`src/rtl/alu_cmd_sequencer.sv`:
```
// Sequences operands into an external combinational 4-bit ALU, from single commands or an exhaustive 2048-point sweep.
// Latency: response valid SETTLE edges after the operand-load edge; one operation per SETTLE+2 cycles in command mode.
// Backpressure: rsp_* held while rsp_ready is low; cmd_ready drops outside IDLE, so at most one operation is outstanding.
module alu_cmd_sequencer #(
    parameter int SETTLE = 1
) (
    input  logic        clk,
    input  logic        rst_n,
    input  logic        cmd_valid,
    output logic        cmd_ready,
    input  logic [3:0]  cmd_a,
    input  logic [3:0]  cmd_b,
    input  logic [2:0]  cmd_sel,
    input  logic        sweep_start,
    output logic [3:0]  alu_a,
    output logic [3:0]  alu_b,
    output logic [2:0]  alu_sel,
    input  logic [3:0]  alu_result,
    input  logic        alu_carry,
    input  logic        alu_zero,
    output logic        rsp_valid,
    input  logic        rsp_ready,
    output logic [3:0]  rsp_a,
    output logic [3:0]  rsp_b,
    output logic [2:0]  rsp_sel,
    output logic [3:0]  rsp_result,
    output logic        rsp_carry,
    output logic        rsp_zero,
    output logic        sweep_busy,
    output logic        sweep_done,
    output logic [10:0] rsp_count
);

    typedef enum logic [1:0] {
        IDLE = 2'd0,
        WAIT = 2'd1,
        RESP = 2'd2
    } state_t;

    localparam logic [3:0]  SETTLE_M1 = 4'(SETTLE - 1);
    localparam logic [10:0] IDX_LAST  = 11'h7FF;

    state_t      state, state_nxt;
    logic [3:0]  settle_cnt;
    logic [10:0] idx;
    logic [10:0] idx_inc;

    logic ld_cmd;
    logic ld_sweep;
    logic ld_next;
    logic capture;
    logic consume;
    logic sweep_end;

    assign idx_inc = idx + 11'd1;

    // Reset gates cmd_ready so nothing is accepted while the block is held in reset.
    assign cmd_ready = rst_n && (state == IDLE) && !sweep_start;

    always_ff @(posedge clk or negedge rst_n) begin
        if (!rst_n) begin
            state <= IDLE;
        end else begin
            state <= state_nxt;
        end
    end

    always_comb begin
        state_nxt = state;
        ld_cmd    = 1'b0;
        ld_sweep  = 1'b0;
        ld_next   = 1'b0;
        capture   = 1'b0;
        consume   = 1'b0;
        sweep_end = 1'b0;
        case (state)
            IDLE: begin
                if (sweep_start) begin
                    ld_sweep  = 1'b1;
                    state_nxt = WAIT;
                end else if (cmd_valid) begin
                    ld_cmd    = 1'b1;
                    state_nxt = WAIT;
                end
            end
            WAIT: begin
                if (settle_cnt == 4'd0) begin
                    capture   = 1'b1;
                    state_nxt = RESP;
                end
            end
            RESP: begin
                if (rsp_ready) begin
                    consume = 1'b1;
                    if (sweep_busy) begin
                        if (idx == IDX_LAST) begin
                            sweep_end = 1'b1;
                            state_nxt = IDLE;
                        end else begin
                            ld_next   = 1'b1;
                            state_nxt = WAIT;
                        end
                    end else begin
                        state_nxt = IDLE;
                    end
                end
            end
            default: state_nxt = IDLE;
        endcase
    end

    // Operand drive, settle timer and sweep index.
    always_ff @(posedge clk or negedge rst_n) begin
        if (!rst_n) begin
            alu_a      <= 4'd0;
            alu_b      <= 4'd0;
            alu_sel    <= 3'd0;
            settle_cnt <= 4'd0;
            idx        <= 11'd0;
            sweep_busy <= 1'b0;
            sweep_done <= 1'b0;
        end else begin
            sweep_done <= sweep_end;
            if (ld_cmd || ld_sweep || ld_next) begin
                settle_cnt <= SETTLE_M1;
            end else if (state == WAIT && settle_cnt != 4'd0) begin
                settle_cnt <= settle_cnt - 4'd1;
            end
            if (ld_cmd) begin
                alu_a   <= cmd_a;
                alu_b   <= cmd_b;
                alu_sel <= cmd_sel;
            end else if (ld_sweep) begin
                idx        <= 11'd0;
                alu_a      <= 4'd0;
                alu_b      <= 4'd0;
                alu_sel    <= 3'd0;
                sweep_busy <= 1'b1;
            end else if (ld_next) begin
                idx     <= idx_inc;
                alu_a   <= idx_inc[10:7];
                alu_b   <= idx_inc[6:3];
                alu_sel <= idx_inc[2:0];
            end
            if (sweep_end) begin
                sweep_busy <= 1'b0;
            end
        end
    end

    // Response holding register and consumed-response counter.
    always_ff @(posedge clk or negedge rst_n) begin
        if (!rst_n) begin
            rsp_valid  <= 1'b0;
            rsp_a      <= 4'd0;
            rsp_b      <= 4'd0;
            rsp_sel    <= 3'd0;
            rsp_result <= 4'd0;
            rsp_carry  <= 1'b0;
            rsp_zero   <= 1'b0;
            rsp_count  <= 11'd0;
        end else begin
            if (capture) begin
                rsp_valid  <= 1'b1;
                rsp_a      <= alu_a;
                rsp_b      <= alu_b;
                rsp_sel    <= alu_sel;
                rsp_result <= alu_result;
                rsp_carry  <= alu_carry;
                rsp_zero   <= alu_zero;
            end else if (consume) begin
                rsp_valid <= 1'b0;
            end
            if (consume) begin
                rsp_count <= rsp_count + 11'd1;
            end
        end
    end

endmodule

```
`config.mk`:
```
export PLATFORM = sky130hd
export DESIGN_NAME = alu_cmd_sequencer
export DESIGN_NICKNAME = d
export VERILOG_FILES = /design/src/rtl/alu_cmd_sequencer.sv
export SDC_FILE = /design/constraint.sdc
export NUM_CORES = 1
export LEC_CHECK = 0
export ABC_CLOCK_PERIOD_IN_PS = 5600
export CAP_MARGIN = 20
export CORE_MARGIN = 2
export CORE_UTILIZATION = 48
export CTS_BUF_LIST = sky130_fd_sc_hd__clkbuf_8 sky130_fd_sc_hd__clkbuf_16
export CTS_CLUSTER_DIAMETER = 40
export DETAILED_ROUTE_END_ITERATION = 12
export GPL_TIMING_DRIVEN = 0
export PLACE_DENSITY = 0.87
export SLEW_MARGIN = 25
export SYNTH_ARGS = -nofsm -noshare
export SYNTH_HDL_FRONTEND = slang
export SYNTH_SLANG_ARGS = --single-unit
```
`constraint.sdc`:
```
create_clock -name clk -period 5.6 [get_ports clk]
set_clock_uncertainty 0.1 [all_clocks]
set_input_delay 1.68 -clock clk [delete_from_list [all_inputs] [get_ports clk]]
set_output_delay 1.68 -clock clk [all_outputs]
set_load 0.03 [all_outputs]
```
== Word level (Yosys, flattened, before mapping) ==
Cells that the tools add are included.

* Memories kept: 0
* Memory bits (writable): 0
* Bits in read-only memories: 0
* Input bits: 22
* Bits in latches: 0
* Register bits: 59
* Output and inout bits: 43
* Word-level logic and storage cells: 86

* Add/subtract/negate cells: 3
* Multipliers: 0
* Shift-type cells: 0
* Div/mod/pow operators: 0
* Mux-type cells: 42
* Magnitude comparators: 0
* Bitwise operators: 1
* Eq/ne operators: 7
* Reductions and logical operators: 17

{| class="wikitable"
|+ Operators with widths
! cell !! count
|-
| $mux W4 || 8
|-
| $mux W1 || 23
|-
| $add A11 B1 Y11 const B || 2
|-
| $mux W11 || 2
|-
| $eq A11 B11 Y1 const B || 1
|-
| $mux W2 || 5
|-
| $mux W3 || 3
|-
| $reduce_bool A2 Y1 || 4
|-
| $pmux W2 S3 || 1
|-
| $logic_not A4 Y1 || 1
|-
| $ne A2 B2 Y1 const B || 2
|-
| $reduce_and A2 Y1 || 2
|-
| $reduce_bool A4 Y1 || 1
|-
| $sub A4 B1 Y4 const B || 1
|-
| $logic_and A1 B1 Y1 || 3
|-
| $ne A3 B3 Y1 const B || 1
|-
| $reduce_and A3 Y1 || 1
|-
| $reduce_bool A3 Y1 || 1
|-
| $eq A2 B1 Y1 const B || 1
|-
| $eq A2 B2 Y1 const B || 1
|-
| $logic_not A2 Y1 || 1
|-
| $logic_or A1 B1 Y1 || 2
|-
| $ne A2 B1 Y1 const B || 1
|-
| $logic_not A1 Y1 || 1
|-
| $not A1 Y1 || 1
|}

== Depth between registers and ports, before layout ==
Gate-level depths: netlist of the first run.

* Depth after elaboration: 8
* Mapped depth: 6
* Depth with buffers taken out: 6

== Worst setup path after synthesis of the first run ==
No wires, ideal clock.

* Path type: input to output
* From: input sweep_start
* To: output cmd_ready
* Path slack: 1.100 ns
* Buffers on the path: 0
* Data arrival time: 2.720 ns
* Required time: 3.820 ns
* Stages on the path: 1
* Cell sequence: nor4b_1

* Cells in the longest elaborated chain, start to end: 2

{| class="wikitable"
|+ Ends and longest elaborated chain
! what !! line !! source
|-
| from (decl) || 14 || <nowiki>input logic sweep_start,</nowiki>
|-
| $logic_not A1 Y1 || 58 || <nowiki>assign cmd_ready = rst_n && (state == IDLE) && !sweep_start;</nowiki>
|-
| $logic_and A1 B1 Y1 || 58 ||
|-
| to (decl) || 10 || <nowiki>output logic cmd_ready,</nowiki>
|}

No other way between the ends.

== Worst setup path in the final report of the first run ==
Same ends and word-level chain as after synthesis.

==> report_table.html, run 1 <==
<table>
<tr><th>Metric</th><th>Value</th></tr>
<tr><th colspan="2">Yosys</th></tr>
<tr><td>Main combinational cell family by area after synthesis</td><td>simple AND/OR/NAND/NOR gates</td></tr>
<tr><td>Cell type with the largest total area after synthesis</td><td>sky130_fd_sc_hd__dfrtp_1</td></tr>
<tr><td>Gate count of the mapped netlist</td><td>217</td></tr>
<tr><td>Warning count from the yosys run</td><td>0</td></tr>
<tr><td>Xor/xnor share of the synthesized area</td><td>5.64%</td></tr>
<tr><td>Top cell type's share of synthesized area</td><td>55.9%</td></tr>
<tr><td>Proportion of synthesized chip area in sequential cells</td><td>55.9%</td></tr>
<tr><td>Post-synthesis cell area</td><td>2640 µm²</td></tr>
<tr><td>Number of unique standard cell types used by synthesis</td><td>46</td></tr>
<tr><td>Number of enable flip-flop cells after synthesis</td><td>0</td></tr>
<tr><td>Nets in the synthesized netlist</td><td>243</td></tr>
<tr><td>Post-synthesis mux area share</td><td>7.67%</td></tr>
<tr><td>Yosys reg bits</td><td>59</td></tr>
<tr><td>Share of synthesized flip-flops with an asynchronous set or reset</td><td>100%</td></tr>
<tr><td>Dominant register cell in the synthesized netlist</td><td>sky130_fd_sc_hd__dfrtp_1</td></tr>
<tr><td>Area share of fa/ha/maj cells after synthesis</td><td>1.89%</td></tr>
<tr><td>Biggest area contributors in the synthesized netlist</td><td>sky130_fd_sc_hd__dfrtp_1 (56%), sky130_fd_sc_hd__mux2_2 (6.0%), sky130_fd_sc_hd__xor2_1 (3.0%), sky130_fd_sc_hd__xnor2_1 (2.7%), sky130_fd_sc_hd__a221o_1 (2.3%)</td></tr>
<tr><td>Average cell area after synthesis</td><td>12.2 µm²</td></tr>
<tr><td>Area share of and/or/nand/nor cells after synthesis</td><td>14.5%</td></tr>
<tr><td>Fraction of the mapped netlist area in compound gates</td><td>12.2%</td></tr>
<tr><th colspan="2">Clock network</th></tr>
<tr><td>H-tree lvl count</td><td>3</td></tr>
<tr><td>Longest Clk Path Bufs</td><td>2</td></tr>
<tr><td>Number of buffers created by CTS</td><td>9</td></tr>
<tr><td>Clock-pin slew on the worst setup and hold paths</td><td>0.06 ns</td></tr>
<tr><td>Clock latency at the later pin of the worst-skew pair</td><td>0.33 ns</td></tr>
<tr><td>Clock root buffer</td><td>sky130_fd_sc_hd__clkbuf_8</td></tr>
<tr><td>TritonCTS sink count</td><td>59</td></tr>
<tr><td>CTS tree</td><td>yes</td></tr>
<tr><td>CTS hold repair buffers</td><td>0</td></tr>
<tr><td>Post-cts gate resize count</td><td>0</td></tr>
<tr><td>Setup bufs post-CTS</td><td>0</td></tr>
<tr><th colspan="2">Worst setup path</th></tr>
<tr><td>Worst path cell trace</td><td>clkdlybuf4s50_1 -&gt; nor4b_1 -&gt; clkdlybuf4s50_1</td></tr>
<tr><td>Worst Setup Path Type</td><td>in2out</td></tr>
<tr><td>Kind of launch point of the worst setup path</td><td>input pin</td></tr>
<tr><td>Endpoint kind of the worst setup timing path</td><td>primary output</td></tr>
<tr><td>Crit path required time</td><td>3.82 ns</td></tr>
<tr><td>Max Fanout on Critical Path</td><td>6</td></tr>
<tr><td>Arrival time at the worst endpoint</td><td>3.30 ns</td></tr>
<tr><td>Critical path's slowest cell</td><td>sky130_fd_sc_hd__clkdlybuf4s50_1</td></tr>
<tr><td>CP peak stage delay</td><td>0.73 ns</td></tr>
<tr><td>Dominant cell type by count on the critical path</td><td>sky130_fd_sc_hd__clkdlybuf4s50_1</td></tr>
<tr><th colspan="2">Finish</th></tr>
<tr><td>Area added between synthesis and finish</td><td>36.0%</td></tr>
<tr><td>Number of filler cells placed in the layout</td><td>436</td></tr>
<tr><td>Most frequent standard cell in the layout excluding fill and tap cells</td><td>sky130_fd_sc_hd__clkdlybuf4s50_1</td></tr>
<tr><td>Area used by multi-input combinational logic</td><td>1110 µm²</td></tr>
<tr><td>Antenna diodes</td><td>0</td></tr>
<tr><td>Commonest cells after routing, fill and taps aside</td><td>sky130_fd_sc_hd__clkdlybuf4s50_1 (63), sky130_fd_sc_hd__dfrtp_1 (59), sky130_fd_sc_hd__mux2_2 (14), sky130_fd_sc_hd__nand2_1 (13), sky130_fd_sc_hd__nor2_1 (12)</td></tr>
<tr><td>Share of cells above drive strength 1</td><td>14.8%</td></tr>
<tr><td>Utilization after layout</td><td>66.4%</td></tr>
<tr><td>Sequential cell area</td><td>1480 µm²</td></tr>
<tr><td>Final instance area</td><td>3590 µm²</td></tr>
<tr><td>Final-stage net count</td><td>319</td></tr>
<tr><th colspan="2">Detailed routing</th></tr>
<tr><td>Final routed wire length divided by cell count</td><td>15.6 µm</td></tr>
<tr><td># DRC</td><td>0</td></tr>
<tr><td>Wirelength, routed</td><td>5750 µm</td></tr>
<tr><td>Iteration count of the initial detailed-routing pass</td><td>4</td></tr>
<tr><td>Detailed router's first-iteration violation count</td><td>117</td></tr>
<tr><td>Overall via count from detail_route</td><td>1992</td></tr>
<tr><td>Antenna-violating nets left</td><td>0</td></tr>
<tr><td>Detailed-route vias per instance</td><td>5.40</td></tr>
<tr><th colspan="2">Flow run</th></tr>
<tr><td>Max Cap Viol</td><td>0</td></tr>
<tr><th colspan="2">Power and ir drop</th></tr>
<tr><td>Leakage power summed over all cells</td><td>1.66 nW</td></tr>
<tr><td>Power density over cell area</td><td>491 nW/µm²</td></tr>
<tr><td>Combinational power share</td><td>42.8%</td></tr>
<tr><td>Psw</td><td>654 µW</td></tr>
<tr><td>Sequential fraction of design power</td><td>35.5%</td></tr>
<tr><td>Pint</td><td>1.11 mW</td></tr>
<tr><td>Peak ir drop on the vdd network</td><td>0.332 mV</td></tr>
<tr><td>Switching portion of total power</td><td>37.1%</td></tr>
<tr><td>Clock Power Share</td><td>21.7%</td></tr>
<tr><th colspan="2">Run status</th></tr>
<tr><td>Status</td><td>completed</td></tr>
<tr><th colspan="2">Floorplan</th></tr>
<tr><td>Die Wd</td><td>78.2 µm</td></tr>
<tr><td>Rows</td><td>27</td></tr>
<tr><td>Die footprint</td><td>6110 µm²</td></tr>
<tr><td>Initial core utilization</td><td>48.9%</td></tr>
<tr><td># IOs</td><td>65</td></tr>
<tr><td>Core region area</td><td>5410 µm²</td></tr>
<tr><td>Vertical die dimension</td><td>78.2 µm</td></tr>
<tr><th colspan="2">STA</th></tr>
<tr><td>Post-layout min period</td><td>5.08 ns</td></tr>
<tr><td>Final Max Slew Viols</td><td>0</td></tr>
<tr><td>RSZ-0062 raised after global routing</td><td>no</td></tr>
<tr><td>Slew headroom</td><td>66.2%</td></tr>
<tr><td>Period utilisation layout</td><td>90.7%</td></tr>
<tr><td>Final number of setup-violating endpoints</td><td>0</td></tr>
<tr><td>Slew at the pin closest to its max-slew limit</td><td>0.507 ns</td></tr>
<tr><td>F_max</td><td>0.197 GHz</td></tr>
<tr><td>Final Hold Fails</td><td>0</td></tr>
<tr><th colspan="2">Place</th></tr>
<tr><td>Post-detailed-placement half-perimeter wirelength</td><td>4000 µm</td></tr>
<tr><td>Final weighted congestion in routability-driven placement</td><td>0.798</td></tr>
<tr><td>Placement Cell Area</td><td>3400 µm²</td></tr>
<tr><td>Number of buffer cells added on primary ports</td><td>64</td></tr>
<tr><th colspan="2">Global route</th></tr>
<tr><td>Leftover overflow at the end of global routing</td><td>0</td></tr>
<tr><td>Vias in the first global route</td><td>2042</td></tr>
<tr><td>Largest net degree at the start of global routing</td><td>55</td></tr>
<tr><td>Initial antenna violation count</td><td>0</td></tr>
<tr><td>Global-route wire length before repair</td><td>9750 µm</td></tr>
<tr><td>Total global routing track utilization</td><td>20.8%</td></tr>
<tr><th colspan="2">Hold path</th></tr>
<tr><td>Worst Hold Class</td><td>reg2reg</td></tr>
</table>
cell families after synthesis:
kind of cell               count (synthesis)
xor gates and xnor gates                  17
and+or+nand+nor                           67
buffers and inverters                     12
DFF                                       59
muxes                                     18
adders and majority gates                  4
AOI/OAI and AO/OA                         40
registers in the layout, indices dropped and copies added, names as in the netlist, 2 cells and up:
| register | count |
|---|---|
| rsp_b | 4 |
| state | 2 |
| rsp_a | 4 |
| rsp_result | 4 |
| alu_b | 4 |
| idx | 11 |
| alu_sel | 3 |
| settle_cnt | 4 |
| rsp_count | 11 |
| alu_a | 4 |
| rsp_sel | 3 |
cell type report:
cell class	instances	share of cell area [%]
plain buffers	5	0.836
repair buffers	65	18.5
inverters	7	0.732
flip-flops and latches	59	41.1
multi-input cells	146	30.9
clock inverters	4	1.18
clock buffers	11	4.22
well taps	72	2.51
metal layers:
layer,up-vias,GRT usage [%],wire [µm]
li1,938,-,-
met1,975,25.8,2460
met2,64,33.8,2880
met3,15,6.55,298
met4,0,8.60,117
met5,-,0,0
final timing paths:
path                                        from                   endpoint  slack [ns]  cells after the start
setup / recovery                     sweep_start                  cmd_ready        0.52                      3
hold / removal             rsp_valid$_DFFE_PN0P_      rsp_valid$_DFFE_PN0P_        0.38                      2
setup reg to reg              idx[0]$_DFFE_PN0P_     alu_sel[1]$_DFFE_PN0P_        3.37                      6
hold reg to reg            rsp_valid$_DFFE_PN0P_      rsp_valid$_DFFE_PN0P_        0.38                      2
max in group asynchronous                  rst_n       alu_a[0]$_DFFE_PN0P_        3.87                      2
min in group asynchronous                  rst_n  rsp_result[3]$_DFFE_PN0P_        1.06                      1
critical path: cells and delay by family:
family | cells | cell delay (ns)
buffers and inverters | 2 | 1.26
and+or+nand+nor | 1 | 0.35
metrics by stage:
| step | total power, mW | setup TNS [ns] | std cells | setup WS [ns] | hold WS (ns) |
|---|---|---|---|---|---|
| floorplan | 1.10 | 0 | 217 | 1.10 | 0.386 |
| global placement | 1.38 | -1.45 | 353 | -1.45 | 0.355 |
| detailed placement | 1.39 | 0 | 354 | 0.472 | 0.370 |
| CTS | 1.78 | 0 | 369 | 0.469 | 0.385 |
| global route | 1.87 | 0 | 369 | 0.451 | 0.391 |
| finish | 1.76 | 0 | 369 | 0.520 | 0.379 |
cells in the mapped netlist, types with 2 or more instances:
cell type / instances
sky130_fd_sc_hd__a21o_1: 8
sky130_fd_sc_hd__or4_1: 2
sky130_fd_sc_hd__and2_1: 4
sky130_fd_sc_hd__a31o_1: 2
sky130_fd_sc_hd__dfrtp_1: 59
sky130_fd_sc_hd__or2_2: 2
sky130_fd_sc_hd__nand2_1: 13
sky130_fd_sc_hd__mux2_2: 14
sky130_fd_sc_hd__a21oi_1: 6
sky130_fd_sc_hd__o21ai_0: 7
sky130_fd_sc_hd__xnor2_1: 8
sky130_fd_sc_hd__and4b_1: 2
sky130_fd_sc_hd__a311o_1: 3
sky130_fd_sc_hd__a221o_1: 6
sky130_fd_sc_hd__mux2_1: 4
sky130_fd_sc_hd__nand3_1: 10
sky130_fd_sc_hd__inv_1: 7
sky130_fd_sc_hd__nor2_1: 12
sky130_fd_sc_hd__or3_2: 2
sky130_fd_sc_hd__buf_2: 3
sky130_fd_sc_hd__nand4_1: 2
sky130_fd_sc_hd__ha_1: 4
sky130_fd_sc_hd__xor2_1: 9
sky130_fd_sc_hd__nor3_1: 4
sky130_fd_sc_hd__nor4b_1: 2
sky130_fd_sc_hd__nand3b_1: 2
power groups by stage:
stage	sequential, mW	clock (mW)	combinational (mW)
2_1_floorplan	0.812	0	0.286
5_1_grt	0.646	0.412	0.808
3_3_place_gp	0.631	0	0.744
6_report	0.627	0.383	0.755
3_5_place_dp	0.635	0	0.759
4_1_cts	0.628	0.391	0.763
Power figures use the tool's default switching activity.
==> inputs of run 2 (changes only) <==
CORE_UTILIZATION = 53   (was 48)
PLACE_DENSITY = 0.94   (was 0.87)
==> run 2 against run 1 <==
  * Flip-flop and latch count did not move
  * Wire length rose by 1.5%
  * Worst hold slack got worse by 0.0085 ns
  * Global-route usage rose by 2.3 points
  * Critical path depth did not move
  * Sequential share of layout area fell by 0.47 points
  * First-iteration DRC count fell by 4.3%
  * Clock power rose by 23%
  * Maximum frequency rose by 0.40%
  * Die area fell by 9.0%
  * Combinational power rose by 0.5%
  * Setup slack improved by 0.020 ns
  * Critical endpoint unchanged
  * Largest cell class unchanged
==> report_table.html, run 2 (synthesis results as in run 1) <==
<table>
<tr><th>Metric</th><th>Value</th></tr>
<tr><th colspan="2">Worst setup path</th></tr>
<tr><td>Worst reg2reg path depth</td><td>6</td></tr>
<tr><td>Arrival time at the worst endpoint</td><td>3.28 ns</td></tr>
<tr><td>Capture instance of the worst register-to-register path</td><td>alu_sel[1]$_DFFE_PN0P_</td></tr>
<tr><td>Endpoint kind of the worst setup timing path</td><td>primary output</td></tr>
<tr><td>Worst Setup Path Type</td><td>in2out</td></tr>
<tr><td>Kind of launch point of the worst setup path</td><td>input pin</td></tr>
<tr><td>Crit path required time</td><td>3.82 ns</td></tr>
<tr><td>Max Fanout on Critical Path</td><td>6</td></tr>
<tr><td>Launching point of the worst reg2reg path</td><td>idx[0]$_DFFE_PN0P_</td></tr>
<tr><td>Register-to-register path setup slack</td><td>3.35 ns</td></tr>
<tr><th colspan="2">STA</th></tr>
<tr><td>Slew at the pin closest to its max-slew limit</td><td>0.497 ns</td></tr>
<tr><td>Final Hold Fails</td><td>0</td></tr>
<tr><td>Slew headroom</td><td>66.9%</td></tr>
<tr><td>Final Max Slew Viols</td><td>0</td></tr>
<tr><td>F_max</td><td>0.198 GHz</td></tr>
<tr><td>Minimum hold slack</td><td>0.371 ns</td></tr>
<tr><td>Final setup TNS</td><td>0 ns</td></tr>
<tr><td>Period utilisation layout</td><td>90.4%</td></tr>
<tr><td>Post-layout min period</td><td>5.06 ns</td></tr>
<tr><td>Final number of setup-violating endpoints</td><td>0</td></tr>
<tr><td>RSZ-0062 raised after global routing</td><td>no</td></tr>
<tr><th colspan="2">Hold path</th></tr>
<tr><td>Startpoint of the lowest-slack hold path</td><td>rsp_count[10]$_DFFE_PN0P_</td></tr>
<tr><td>Worst Hold Class</td><td>reg2reg</td></tr>
<tr><td>Hold-critical path endpoint</td><td>rsp_count[10]$_DFFE_PN0P_</td></tr>
<tr><td>Number of instances on the worst hold path</td><td>1</td></tr>
<tr><th colspan="2">Global route</th></tr>
<tr><td>GR met3 Demand/Resource</td><td>5.83%</td></tr>
<tr><td>Initial antenna violation count</td><td>0</td></tr>
<tr><td>Met2 Use GR</td><td>40.7%</td></tr>
<tr><td>Total global routing track utilization</td><td>23.2%</td></tr>
<tr><td>Global-route wire length before repair</td><td>9470 µm</td></tr>
<tr><td>Layer carrying the most global-route usage</td><td>met2</td></tr>
<tr><td>Leftover overflow at the end of global routing</td><td>0</td></tr>
<tr><td>Largest net degree at the start of global routing</td><td>52</td></tr>
<tr><td>Vias in the first global route</td><td>2077</td></tr>
<tr><td>Met1 GRT Util</td><td>26.2%</td></tr>
<tr><th colspan="2">Clock network</th></tr>
<tr><td>Clock-pin slew on the worst setup and hold paths</td><td>0.07 ns</td></tr>
<tr><td>CTS hold repair buffers</td><td>0</td></tr>
<tr><td>Setup bufs post-CTS</td><td>0</td></tr>
<tr><td>H-tree lvl count</td><td>3</td></tr>
<tr><td>Longest Clk Path Bufs</td><td>2</td></tr>
<tr><td>Number of buffers created by CTS</td><td>9</td></tr>
<tr><td>Post-cts gate resize count</td><td>0</td></tr>
<tr><td>Clock latency at the later pin of the worst-skew pair</td><td>0.34 ns</td></tr>
<tr><td>Clock root buffer</td><td>sky130_fd_sc_hd__clkbuf_8</td></tr>
<tr><td>TritonCTS sink count</td><td>59</td></tr>
<tr><td>CTS tree</td><td>yes</td></tr>
<tr><th colspan="2">Finish</th></tr>
<tr><td>Area added between synthesis and finish</td><td>37.5%</td></tr>
<tr><td>Registers with the highest flip-flop counts</td><td>idx: 11 flops, rsp_count: 11 flops</td></tr>
<tr><td>Number of filler cells placed in the layout</td><td>354</td></tr>
<tr><td>Antenna diodes</td><td>0</td></tr>
<tr><td>Most frequent standard cell in the layout excluding fill and tap cells</td><td>sky130_fd_sc_hd__clkdlybuf4s50_1</td></tr>
<tr><td>Share of cells above drive strength 1</td><td>15.4%</td></tr>
<tr><td>Commonest cells after routing, fill and taps aside</td><td>sky130_fd_sc_hd__clkdlybuf4s50_1 (63), sky130_fd_sc_hd__dfrtp_1 (59), sky130_fd_sc_hd__mux2_2 (14), sky130_fd_sc_hd__nand2_1 (13), sky130_fd_sc_hd__nor2_1 (12)</td></tr>
<tr><td>Final-stage net count</td><td>319</td></tr>
<tr><td>Utilization after layout</td><td>76.4%</td></tr>
<tr><th colspan="2">Power and ir drop</th></tr>
<tr><td>Power density over cell area</td><td>512 nW/µm²</td></tr>
<tr><td>Switching portion of total power</td><td>35.8%</td></tr>
<tr><td>Sequential fraction of design power</td><td>33.9%</td></tr>
<tr><td>Clock Power Share</td><td>25.3%</td></tr>
<tr><td>Combinational power share</td><td>40.8%</td></tr>
<tr><td>Pint</td><td>1.19 mW</td></tr>
<tr><td>Peak ir drop on the vdd network</td><td>0.283 mV</td></tr>
<tr><td>Leakage power summed over all cells</td><td>1.67 nW</td></tr>
<tr><td>Total power</td><td>1.86 mW</td></tr>
<tr><td>Psw</td><td>666 µW</td></tr>
<tr><th colspan="2">Detailed routing</th></tr>
<tr><td>Detailed router's first-iteration violation count</td><td>112</td></tr>
<tr><td>Antenna-violating nets left</td><td>0</td></tr>
<tr><td>Final routed wire length divided by cell count</td><td>16.0 µm</td></tr>
<tr><td>Overall via count from detail_route</td><td>2028</td></tr>
<tr><td># DRC</td><td>0</td></tr>
<tr><td>Wirelength, routed</td><td>5840 µm</td></tr>
<tr><td>Iteration count of the initial detailed-routing pass</td><td>4</td></tr>
<tr><td>Detailed-route vias per instance</td><td>5.56</td></tr>
<tr><th colspan="2">Floorplan</th></tr>
<tr><td>Vertical die dimension</td><td>74.6 µm</td></tr>
<tr><td>Die footprint</td><td>5560 µm²</td></tr>
<tr><td>Initial core utilization</td><td>55.6%</td></tr>
<tr><td>Rows</td><td>25</td></tr>
<tr><td>Die Wd</td><td>74.6 µm</td></tr>
<tr><td># IOs</td><td>65</td></tr>
<tr><td>Core region area</td><td>4750 µm²</td></tr>
<tr><th colspan="2">Place</th></tr>
<tr><td>Post-detailed-placement half-perimeter wirelength</td><td>4040 µm</td></tr>
<tr><td>Final weighted congestion in routability-driven placement</td><td>0.801</td></tr>
<tr><td>Number of buffer cells added on primary ports</td><td>64</td></tr>
<tr><th colspan="2">Run status</th></tr>
<tr><td>Status</td><td>completed</td></tr>
<tr><th colspan="2">Flow run</th></tr>
<tr><td>Max Cap Viol</td><td>0</td></tr>
</table>
==> run 2: power by group through the flow <==
| stage | Clock, mW | Sequential [mW] | Combinational, mW |
|---|---|---|---|
| after floorplan | 0 | 0.812 | 0.286 |
| after global placement | 0 | 0.632 | 0.741 |
| after detailed placement | 0 | 0.638 | 0.763 |
| after CTS | 0.477 | 0.632 | 0.767 |
| after global routing | 0.494 | 0.647 | 0.811 |
| final | 0.470 | 0.630 | 0.759 |
==> run 2: worst max-delay path, stage by stage <==
cell                              delay, ns
sky130_fd_sc_hd__clkdlybuf4s50_1       0.53
sky130_fd_sc_hd__nor4b_1               0.34
sky130_fd_sc_hd__clkdlybuf4s50_1       0.73
==> run 2: how the worst max path moves through the flow <==
stage / from / to / slack (ns) / depth (start not counted)
CTS: sweep_start / cmd_ready / 0.51 / 3
global route: sweep_start / cmd_ready / 0.51 / 3
detailed placement: sweep_start / cmd_ready / 0.51 / 3
global placement: rst_n / cmd_ready / -1.41 / 3
finish: sweep_start / cmd_ready / 0.54 / 3
floorplan: sweep_start / cmd_ready / 1.10 / 1
==> run 2: layer usage <==
layer	up-vias	wire length (µm)
met5	-	0
met4	0	165
met3	19	367
met2	77	3030
met1	990	2270
li1	942	-
==> run 2: final cells by class <==
class,instances,area (µm²),area share [%]
Clock inverter,6,104,2.86
Sequential cell,59,1480,40.6
Buffer,5,30.0,0.827
Inverter,7,26.3,0.723
Clock buffer,10,138,3.79
Tap cell,67,83.8,2.31
Multi-Input combinational cell,146,1110,30.5
Timing Repair Buffer,65,666,18.3
==> run 2: through the flow <==
stage | worst slack (ns) | std cells | instance area (µm²)
2_1_floorplan | 1.10 | 217 | 2640
3_3_place_gp | -1.41 | 348 | 3370
3_5_place_dp | 0.515 | 349 | 3390
4_1_cts | 0.515 | 365 | 3630
5_1_grt | 0.512 | 365 | 3630
6_report | 0.540 | 365 | 3630
